## src/rtl/wm_phase_timer.sv

```systemverilog
`default_nettype none
// ============================================================================
// Module   : wm_phase_timer
// Purpose  : Phase timing, sensor debouncing and fill watchdog feeding the
//            washer controller FSM.
// Revision : 1.0 - initial release
// ============================================================================
module wm_phase_timer #(
    parameter int TICK_DIV          = 1000,
    parameter int SOAK_SECS         = 120,
    parameter int WASH_SECS         = 600,
    parameter int RINSE_SECS        = 300,
    parameter int SPIN_SECS         = 240,
    parameter int FILL_TIMEOUT_SECS = 90,
    parameter int DEBOUNCE_CYCLES   = 16,
    parameter int CNT_W             = 12
) (
    input  logic             clock,
    input  logic             reset_n,
    input  logic             soak_Operation,
    input  logic             wash_Operation,
    input  logic             rinse_Operation,
    input  logic             spin_Operation,
    input  logic             water_Intake,
    input  logic             cancel,
    input  logic             level_sensor,
    input  logic             temp_sensor,
    output logic             fill_Water,
    output logic             heat_Water,
    output logic             wash,
    output logic             timer_Fault,
    output logic [CNT_W-1:0] seconds_Left
);

    localparam int PRE_W = $clog2(TICK_DIV);
    localparam int DB_W  = $clog2(DEBOUNCE_CYCLES + 1);

    typedef enum logic [1:0] {
        S_IDLE  = 2'd0,
        S_RUN   = 2'd1,
        S_DONE  = 2'd2,
        S_FAULT = 2'd3
    } state_t;

    logic [1:0] raw_sense;
    logic [1:0] sensed;

    assign raw_sense = {temp_sensor, level_sensor};

    genvar gi;
    generate
        for (gi = 0; gi < 2; gi++) begin : g_sensor
            logic            sync1_q, sync1_d;
            logic            sync2_q, sync2_d;
            logic            out_q, out_d;
            logic [DB_W-1:0] cnt_q, cnt_d;

            // Output flips only after DEBOUNCE_CYCLES consecutive disagreeing samples.
            always_comb begin
                sync1_d = raw_sense[gi];
                sync2_d = sync1_q;
                out_d   = out_q;
                cnt_d   = '0;
                if (sync2_q != out_q) begin
                    if (cnt_q == DB_W'(DEBOUNCE_CYCLES - 1)) begin
                        out_d = sync2_q;
                    end else begin
                        cnt_d = cnt_q + 1'b1;
                    end
                end
            end

            always_ff @(posedge clock or negedge reset_n) begin
                if (!reset_n) begin
                    sync1_q <= 1'b0;
                    sync2_q <= 1'b0;
                    out_q   <= 1'b0;
                    cnt_q   <= '0;
                end else begin
                    sync1_q <= sync1_d;
                    sync2_q <= sync2_d;
                    out_q   <= out_d;
                    cnt_q   <= cnt_d;
                end
            end

            assign sensed[gi] = out_q;
        end
    endgenerate

    assign fill_Water = sensed[0];
    assign heat_Water = sensed[1];

    // Fill watchdog: free-running second prescaler, independent of phase timing.
    logic [PRE_W-1:0] wd_pre_q, wd_pre_d;
    logic [CNT_W-1:0] wd_cnt_q, wd_cnt_d;
    logic             wd_tick, wd_cond, wd_fire;

    assign wd_tick = (wd_pre_q == PRE_W'(TICK_DIV - 1));
    assign wd_cond = water_Intake && !fill_Water;
    assign wd_fire = wd_cond && wd_tick && (wd_cnt_q == CNT_W'(FILL_TIMEOUT_SECS - 1));

    always_comb begin
        wd_pre_d = wd_tick ? '0 : (wd_pre_q + 1'b1);
        wd_cnt_d = wd_cnt_q;
        if (cancel || !wd_cond) begin
            wd_cnt_d = '0;
        end else if (wd_tick && (wd_cnt_q != CNT_W'(FILL_TIMEOUT_SECS))) begin
            wd_cnt_d = wd_cnt_q + 1'b1;
        end
    end

    logic [3:0]       ops;
    logic             one_op, multi_op;
    logic [CNT_W-1:0] phase_secs;

    assign ops      = {soak_Operation, wash_Operation, rinse_Operation, spin_Operation};
    assign one_op   = $onehot(ops);
    assign multi_op = ($countones(ops) > 1);

    always_comb begin
        phase_secs = '0;
        case (ops)
            4'b1000: phase_secs = CNT_W'(SOAK_SECS);
            4'b0100: phase_secs = CNT_W'(WASH_SECS);
            4'b0010: phase_secs = CNT_W'(RINSE_SECS);
            4'b0001: phase_secs = CNT_W'(SPIN_SECS);
            default: phase_secs = '0;
        endcase
    end

    state_t           state_q, state_d;
    logic [CNT_W-1:0] secs_q, secs_d;
    logic [PRE_W-1:0] ph_pre_q, ph_pre_d;
    logic [3:0]       phase_q, phase_d;
    logic             wash_q, wash_d;
    logic             fault_q, fault_d;

    // Priority: cancel, then any fault condition, then per-state behaviour.
    always_comb begin
        state_d  = state_q;
        secs_d   = secs_q;
        ph_pre_d = ph_pre_q;
        phase_d  = phase_q;
        wash_d   = 1'b0;
        fault_d  = fault_q;
        if (cancel) begin
            state_d  = S_IDLE;
            secs_d   = '0;
            ph_pre_d = '0;
            phase_d  = '0;
            fault_d  = 1'b0;
        end else if (wd_fire || multi_op) begin
            state_d  = S_FAULT;
            secs_d   = '0;
            ph_pre_d = '0;
            fault_d  = 1'b1;
        end else begin
            case (state_q)
                S_IDLE: begin
                    if (one_op) begin
                        state_d  = S_RUN;
                        secs_d   = phase_secs;
                        ph_pre_d = '0;
                        phase_d  = ops;
                    end
                end
                S_RUN: begin
                    if ((ops & phase_q) == 4'b0000) begin
                        state_d  = S_IDLE;
                        secs_d   = '0;
                        ph_pre_d = '0;
                    end else if (ph_pre_q == PRE_W'(TICK_DIV - 1)) begin
                        ph_pre_d = '0;
                        if (secs_q != '0) begin
                            secs_d = secs_q - 1'b1;
                            if (secs_q == CNT_W'(1)) begin
                                wash_d  = 1'b1;
                                state_d = S_DONE;
                            end
                        end
                    end else begin
                        ph_pre_d = ph_pre_q + 1'b1;
                    end
                end
                S_DONE: begin
                    if (ops == 4'b0000) begin
                        state_d = S_IDLE;
                    end
                end
                default: begin
                    secs_d = '0;
                end
            endcase
        end
    end

    always_ff @(posedge clock or negedge reset_n) begin
        if (!reset_n) begin
            state_q  <= S_IDLE;
            secs_q   <= '0;
            ph_pre_q <= '0;
            phase_q  <= '0;
            wash_q   <= 1'b0;
            fault_q  <= 1'b0;
            wd_pre_q <= '0;
            wd_cnt_q <= '0;
        end else begin
            state_q  <= state_d;
            secs_q   <= secs_d;
            ph_pre_q <= ph_pre_d;
            phase_q  <= phase_d;
            wash_q   <= wash_d;
            fault_q  <= fault_d;
            wd_pre_q <= wd_pre_d;
            wd_cnt_q <= wd_cnt_d;
        end
    end

    assign wash         = wash_q;
    assign timer_Fault  = fault_q;
    assign seconds_Left = secs_q;

endmodule
`default_nettype wire

```

## config.mk

```make
export PLATFORM = sky130hd
export DESIGN_NAME = wm_phase_timer
export DESIGN_NICKNAME = d
export VERILOG_FILES = /design/src/rtl/wm_phase_timer.sv
export SDC_FILE = /design/constraint.sdc
export NUM_CORES = 1
export LEC_CHECK = 0
export CORE_MARGIN = 2
export CORE_UTILIZATION = 41
export CTS_BUF_LIST = sky130_fd_sc_hd__clkbuf_8 sky130_fd_sc_hd__clkbuf_16
export CTS_CLUSTER_DIAMETER = 40
export DETAILED_ROUTE_END_ITERATION = 10
export GPL_ROUTABILITY_DRIVEN = 0
export SYNTH_ARGS = -nofsm -noshare
export SYNTH_HDL_FRONTEND = slang
export SYNTH_SLANG_ARGS = --single-unit
```

## constraint.sdc

```tcl
create_clock -name clock -period 2.2 [get_ports clock]
set_clock_uncertainty 0.2 [all_clocks]
set_input_delay 0.22 -clock clock [delete_from_list [all_inputs] [get_ports clock]]
set_output_delay 0.22 -clock clock [all_outputs]
set_load 0.02 [all_outputs]
```

==> key figures, run 1 <==
Cells and area
  – Post-layout instance count excluding filler cells: 625
  – Diode count: 0
  – Finished layout cell area: 5360 sq um
  – Fillers: 727
  – Area added between synthesis and finish: 44.8%
  – Final net count: 542
  – Highest-count cells in the layout ignoring fill and taps: sky130_fd_sc_hd__buf_4 (84), sky130_fd_sc_hd__dfrtp_1 (68), sky130_fd_sc_hd__nor2_1 (38)
  – Most frequent standard cell in the layout excluding fill and tap cells: sky130_fd_sc_hd__buf_4
  – Layout cell share with drive strength beyond 1: 34.6%
  – FF/Latch Area: 1700 sq um
  – Multi-input combinational cell area: 2210 sq um

Power
  – Worst ir drop on vdd: 321 uV
  – Leak Pwr: 0.00248 uW
  – Total power divided by cell area: 512 nW/um^2
  – Sum of internal, switching and leakage power: 2750 uW

Timing
  – Worst Hold Margin: 76.3 ps
  – Number of pins exceeding their max-slew limit in the final report: 0
  – Final-report setup violation count: 24
  – Final critical-path required period: 2330 ps
  – Worst-case headroom to the max-slew limit: 70.9%
  – Tightest Pin Transition: 437 ps
  – Maximum clock frequency: 429 MHz
  – Final worst slack: -130 ps
  – RSZ-0062 raised after global routing: yes
  – Final worst-path cycle share: 106%
  – Final Hold Vio Count: 0

Clocking
  – Number of buffers created by CTS: 9
  – H-Tree Depth: 3
  – Clock transition at the register clock pins on the worst setup and hold paths after CTS: 70 ps
  – Clock tree from TritonCTS: done
  – Number of clock sinks seen by CTS: 68
  – Latest clock arrival within the worst-skew pair: 340 ps
  – Clk buf depth: 2
  – Cell chosen for the clock root: sky130_fd_sc_hd__clkbuf_8

Yosys
  – Count of state elements after synthesis: 68
  – Post-synthesis simple-gate area fraction: 21.5%
  – Share of the synthesized area in compound gates (AO/OA/AOI/OAI): 16.4%
  – Dominant cell type by area after synthesis: sky130_fd_sc_hd__dfrtp_1
  – Main combinational cell family by area after synthesis: simple AND/OR/NAND/NOR gates
  – Main area contributors after synthesis: sky130_fd_sc_hd__dfrtp_1 (46%), sky130_fd_sc_hd__ha_1 (6.4%), sky130_fd_sc_hd__nor2_1 (4.1%)
  – Top cell type's share of synthesized area: 46.0%
  – Number of warnings printed during yosys synthesis: 0
  – Synth Cell Area: 3700 sq um
  – Count of different cell masters after synthesis: 55
  – Sequential share of the synthesized area: 46.0%
  – Arithmetic-cell share of the synthesized area counting full adders, half adders and majority gates: 6.96%
  – Share of synthesized registers carrying an async set or reset: 100%
  – Number of flops mapped to enable cells by yosys: 0
  – Post-Synth XOR/XNOR Area: 4.49%
  – Mux cell area share after synthesis: 1.45%
  – Average footprint of a synthesized cell: 9.62 sq um
  – Syn nets: 415
  – Synthesized netlist cell count: 385
  – Main flop type after synthesis: sky130_fd_sc_hd__dfrtp_1

Worst hold path
  – Worst hold path class: primary input to flip-flop

Detailed routing
  – Detail-routed net length per standard cell: 14.7 um
  – Iteration-0 DRC count of the detailed router: 151
  – Vias per cell: 5.37
  – Drc violations: 0
  – Wire length reported by the detailed router: 9160 um
  – Vias after detailed routing: 3354
  – Drt pass-1 iters: 4
  – Antenna viol nets, final: 0

Floorplanning
  – Die height: 99.0 um
  – Site Rows: 34
  – Die area: 9810 sq um
  – Placeable core region: 8720 sq um
  – Die extent in x: 99.0 um
  – Number of primary I/O pins: 26
  – Effective utilization at floorplan: 42.5%

Global routing
  – Global-route wire length before repair: 15800 um
  – GRT Total Usage: 19.9%
  – Pin count of the biggest net entering global routing: 44
  – Initial antenna violation count: 0
  – Congestion Overflow GR: 0
  – Number of global-route vias before repair: 3423

Run
  – Reported max-cap violation count: 0

Placement
  – Number of buffers inserted by port buffering: 25
  – Area after DPL: 4690 sq um
  – Post-DP HPWL: 6150 um
  – Placed cell count: 582
  – Worst-case setup slack after placement: -900 ps

Critical path
  – Worst path required time: 2230 ps
  – Worst path arrival time: 2360 ps
  – Capturing element type of the critical path: flip-flop
  – Largest fanout of any net on the critical path: 7
  – Startpoint types: flip-flop
  – Critical path start-end classification: flip-flop to flip-flop
  – Worst reg2reg setup slack: -130 ps

Run status
  – Violated checks: negative setup slack
  – Result of the run: finished, violations left
path summary, 6_finish.rpt:
check | start | end | depth (start not counted)
min reg2reg | g_sensor[0].sync1_q | g_sensor[0].sync2_q | 0
max in group asynchronous | reset_n | ph_pre_q[3] | 4
min in group asynchronous | reset_n | seconds_Left[3] | 2
max | ph_pre_q[0] | seconds_Left[10] | 8
min | wash_Operation | phase_q[2] | 4
max reg2reg | ph_pre_q[0] | seconds_Left[10] | 8
report_power, final:
| group | total [uW] | switching [uW] | internal (uW) |
|---|---|---|---|
| sequential | 1290 | 15.1 | 1270 |
| combinational | 445 | 238 | 207 |
| clock | 1020 | 497 | 519 |
what timing repair did:
item,in CTS,in global routing
resized for setup,56,26
endpoints found under the setup margin,36,45
pin swaps,49,37
hold buffers,1,0
hold endpoints to repair,16,0
gates cloned,3,0
buffers inserted,22,6
area by class of cell:
class                           instances  area share (%)
Clock buffer                            9            2.31
Clock inverter                          7            1.26
Inverter                               23            1.70
Multi-Input combinational cell        289            41.3
Sequential cell                        68            31.7
Tap cell                              108            2.52
Timing Repair Buffer                  121            19.2
per-stage QoR:
step	setup TNS, ps	util, %
after floorplan	-5930	-
after global placement	-22910	53.7
after detailed placement	-23860	53.7
after CTS	-1660	60.1
after global routing	-4600	61.5
final	-1590	61.5
cells by family (layout without fill, tap and decap cells):
group	count (synthesis)	in the layout
simple gates	152	153
compound gates	90	92
flops	68	68
buf+inv	31	160
fa+ha+maj	20	20
xor+xnor	19	19
mux	5	5
flip-flops by register name (all words and copies together), names as in the netlist, 2 cells and up:
name and count:
ph_pre_q 10, g_sensor.sync1_q 2, g_sensor.cnt_q 10, g_sensor.sync2_q 2
phase_q 4, state_q 2, wd_pre_q 10, wd_cnt_q 12
seconds_Left 12
synth_stat cells, types with 3 or more instances:
library cell,number
sky130_fd_sc_hd__dfrtp_1,68
sky130_fd_sc_hd__nor2_1,40
sky130_fd_sc_hd__nand2_1,26
sky130_fd_sc_hd__inv_1,23
sky130_fd_sc_hd__o21ai_0,22
sky130_fd_sc_hd__ha_1,19
sky130_fd_sc_hd__a21oi_1,17
sky130_fd_sc_hd__nand3_1,16
sky130_fd_sc_hd__xor2_1,16
sky130_fd_sc_hd__and3_1,15
sky130_fd_sc_hd__nor3_1,10
sky130_fd_sc_hd__a22o_1,8
sky130_fd_sc_hd__or3_1,8
sky130_fd_sc_hd__nor2b_1,7
sky130_fd_sc_hd__o21ai_1,7
sky130_fd_sc_hd__nand4_1,6
sky130_fd_sc_hd__clkbuf_1,5
sky130_fd_sc_hd__a31oi_1,4
sky130_fd_sc_hd__and2_1,4
sky130_fd_sc_hd__nand3b_1,4
sky130_fd_sc_hd__a21boi_0,3
sky130_fd_sc_hd__a32oi_1,3
sky130_fd_sc_hd__mux2_2,3
sky130_fd_sc_hd__nand2b_1,3
sky130_fd_sc_hd__nor4_1,3
sky130_fd_sc_hd__o211ai_1,3
sky130_fd_sc_hd__xnor2_1,3
metal layers:
metal | global-route usage (%) | up-vias | share of wire (%)
met1 | 25.1 | 1648 | 44
met5 | 0 | - | 0
met3 | 5.04 | 15 | 3.4
met4 | 6.22 | 0 | 1.6
li1 | - | 1635 | -
met2 | 33.6 | 56 | 51
critical path, cell delays in order (launching register included):
cell                       delay (ps)
sky130_fd_sc_hd__dfrtp_1          360
sky130_fd_sc_hd__ha_2             200
sky130_fd_sc_hd__nand4b_1         100
sky130_fd_sc_hd__or4_4            470
sky130_fd_sc_hd__a221oi_4         330
sky130_fd_sc_hd__buf_4            190
sky130_fd_sc_hd__a21oi_4           90
sky130_fd_sc_hd__a32oi_1          200
sky130_fd_sc_hd__nand2_1           70
Note: power is estimated with default switching activity, not from simulation.
==> run 2: changes to the inputs <==
- CTS_CLUSTER_SIZE: unset -> 28
- clock period: 2.2 -> 2.43 ns (I/O delays scaled with it)
==> run 2 against run 1 <==
  * The run now ends clean
  * Global-route usage fell by 2.3 points
  * First-iteration DRC count fell by 46%
  * Register-to-register slack improved by 180 ps
  * Cell area decreased by 11%
  * Combinational power fell by 21%
  * Cell count down 8.2%
  * Wire length down 13%
  * Count of clock-buffer cells in the layout did not move
  * Largest cell class unchanged
  * Sequential share of layout area grew 4.1 points
==> key figures, run 2 (synthesized netlist as in run 1, its figures left out) <==
Floorplanning
  – Effective utilization at floorplan: 42.5%
  – Die area: 9810 sq um
  – Placeable core region: 8720 sq um
  – Die extent in x: 99.0 um
  – Site Rows: 34
  – Number of primary I/O pins: 26
  – Die height: 99.0 um

Cells and area
  – Final net count: 491
  – Diode count: 0
  – FF/Latch Area: 1700 sq um
  – Layout cell share with drive strength beyond 1: 22.1%
  – Area added between synthesis and finish: 28.4%
  – Finished layout cell area: 4750 sq um
  – Fillers: 790
  – Multi-input combinational cell area: 2040 sq um
  – Post-layout instance count excluding filler cells: 574
  – Highest-count cells in the layout ignoring fill and taps: sky130_fd_sc_hd__dfrtp_1 (68), sky130_fd_sc_hd__buf_4 (44), sky130_fd_sc_hd__nor2_1 (38)
  – Most frequent standard cell in the layout excluding fill and tap cells: sky130_fd_sc_hd__dfrtp_1

Detailed routing
  – WL met3: 198 um
  – Top routing layer used: met4
  – Vias per cell: 5.31
  – Met2 routed wirelength: 3830 um
  – Wire length reported by the detailed router: 7950 um
  – Antenna viol nets, final: 0
  – Drt pass-1 iters: 4
  – Drc violations: 0
  – Routed length on met1: 3820 um
  – Iteration-0 DRC count of the detailed router: 82
  – Detail-routed net length per standard cell: 13.9 um
  – Vias after detailed routing: 3050

Clocking
  – Cell chosen for the clock root: sky130_fd_sc_hd__clkbuf_8
  – Latest clock arrival within the worst-skew pair: 340 ps
  – Number of buffers created by CTS: 9
  – Clock tree from TritonCTS: done
  – Clk buf depth: 2
  – Number of clock sinks seen by CTS: 68
  – H-Tree Depth: 3
  – Clock transition at the register clock pins on the worst setup and hold paths after CTS: 70 ps

Critical path
  – Largest fanout of any net on the critical path: 8
  – Capturing element type of the critical path: flip-flop
  – Origin of the worst setup path: spin_Operation
  – Category of cells accounting for the largest share of critical-path delay: compound AO/OA/AOI/OAI gates
  – Slowest-stage cell, CP: sky130_fd_sc_hd__fa_1
  – Worst path buffer plus inverter count: 4
  – Startpoint types: primary input
  – CP peak stage delay: 520 ps
  – Worst r2r src: ph_pre_q[1]
  – Worst path arrival time: 2480 ps
  – Worst path required time: 2510 ps
  – Critical path start-end classification: primary input to flip-flop
  – Ordered list of cells on the worst path: buf_6 -> inv_4 -> fa_1 -> inv_1 -> ha_2 -> inv_2 -> ha_4 -> nand2b_1 -> a211o_1 -> a31oi_2 -> nand2_2 -> o21ai_0 -> a22o_1

Placement
  – Number of buffers inserted by port buffering: 25
  – Worst-case setup slack after placement: -738 ps
  – Placed cell count: 551
  – Post-DP HPWL: 5710 um
  – Area after DPL: 4420 sq um

Power
  – Worst ir drop on vdd: 287 uV
  – Total power divided by cell area: 512 nW/um^2
  – Proportion of power drawn by flip-flops and latches: 47.9%
  – Clk pwr share: 37.7%
  – Comb power frac: 14.4%
  – Cell internal power dissipation: 1780 uW
  – Switching part of the total: 26.8%
  – Leak Pwr: 0.00217 uW
  – Switching pwr: 653 uW

Timing
  – Final worst slack: 37.6 ps
  – Final critical-path required period: 2390 ps
  – Worst Hold Margin: 85.2 ps
  – Final-report setup violation count: 0
  – Tightest Pin Transition: 799 ps
  – Final worst-path cycle share: 98.5%
  – Maximum clock frequency: 418 MHz
  – Final Hold Vio Count: 0
  – Final sum of negative setup slack: 0 ps
  – Number of pins exceeding their max-slew limit in the final report: 0
  – RSZ-0062 raised after global routing: yes
  – Worst-case headroom to the max-slew limit: 46.7%

Worst hold path
  – Startpoint of the lowest-slack hold path: wash_Operation
  – Worst hold path class: primary input to flip-flop

Global routing
  – Global-route wire length before repair: 14000 um
  – GRT Total Usage: 17.6%
  – Number of global-route vias before repair: 3005
  – Pin count of the biggest net entering global routing: 36
  – Congestion Overflow GR: 0
  – Initial antenna violation count: 0

Run
  – Reported max-cap violation count: 0

Run status
  – Result of the run: complete, no violations
[run 2: cell types whose count changed in the layout (fill, tap and decap cells not counted), moves of 2 or more]
cell / before / now
sky130_fd_sc_hd__o21ai_2: 9 / 4
sky130_fd_sc_hd__nand2_1: 21 / 24
sky130_fd_sc_hd__buf_12: 2 / 0
sky130_fd_sc_hd__buf_4: 84 / 44
sky130_fd_sc_hd__a21oi_1: 9 / 15
sky130_fd_sc_hd__o21ai_0: 10 / 18
sky130_fd_sc_hd__a21oi_2: 8 / 1
sky130_fd_sc_hd__nand2_4: 3 / 1
sky130_fd_sc_hd__or3_1: 6 / 8
sky130_fd_sc_hd__or3_4: 2 / 0
sky130_fd_sc_hd__buf_6: 10 / 3
sky130_fd_sc_hd__o21ai_1: 9 / 7
[run 2: power by group through the flow]
stage | Sequential (uW) | Clock (uW) | Combinational, uW
6_report | 1160 | 918 | 350
5_1_grt | 1170 | 1020 | 392
4_1_cts | 1160 | 950 | 327
3_5_place_dp | 1190 | 0 | 315
3_3_place_gp | 1190 | 0 | 314
2_1_floorplan | 1190 | 0 | 183
[run 2: area by class of cell]
cell class / count / area share, %
Timing Repair Buffer: 72 / 12.6
Multi-Input combinational cell: 287 / 42.9
Sequential cell: 68 / 35.8
Clock inverter: 7 / 1.42
Tap cell: 108 / 2.84
Inverter: 23 / 1.87
Clock buffer: 9 / 2.61
[run 2: stage by stage]
step	power [uW]	util (%)
6_report	2430	54.5
5_1_grt	2580	54.5
4_1_cts	2440	53.3
3_5_place_dp	1500	50.7
3_3_place_gp	1500	50.7
2_1_floorplan	1370	-
[run 2: per-layer routing]
metal  vias up  GRT usage [%]
met4         0           6.64
li1       1524              -
met1      1479           23.8
met3         9           3.26
met5         -              0
met2        38           28.1
[run 2: timing repair]
action	in CTS	in global routing
resized for setup	11	28
pin swaps	5	15
endpoints found under the setup margin	29	36
hold buffers	1	0
endpoints found under the hold margin	32	0
gates cloned	1	0
setup buffers	1	4
[run 2: worst register-to-register path, delay by kind of cell, from the launching register on]
| family | cells | cell delay, ps |
|---|---|---|
| adder cells (fa/ha/maj) | 1 | 190 |
| AND/OR/NAND/NOR | 4 | 1080 |
| flip-flops | 1 | 370 |
| AO/OA/AOI/OAI | 2 | 460 |
[run 2: worst paths after layout]
| kind | end | slack [ps] | cells after the start |
|---|---|---|---|
| setup / recovery | ph_pre_q[7] | 40 | 13 |
| hold / removal | phase_q[2] | 90 | 4 |
| setup reg to reg | seconds_Left[9] | 50 | 7 |
| hold reg to reg | g_sensor[1].sync2_q | 150 | 0 |
| max in group asynchronous | wd_pre_q[0] | 1030 | 3 |
| min in group asynchronous | seconds_Left[2] | 320 | 2 |
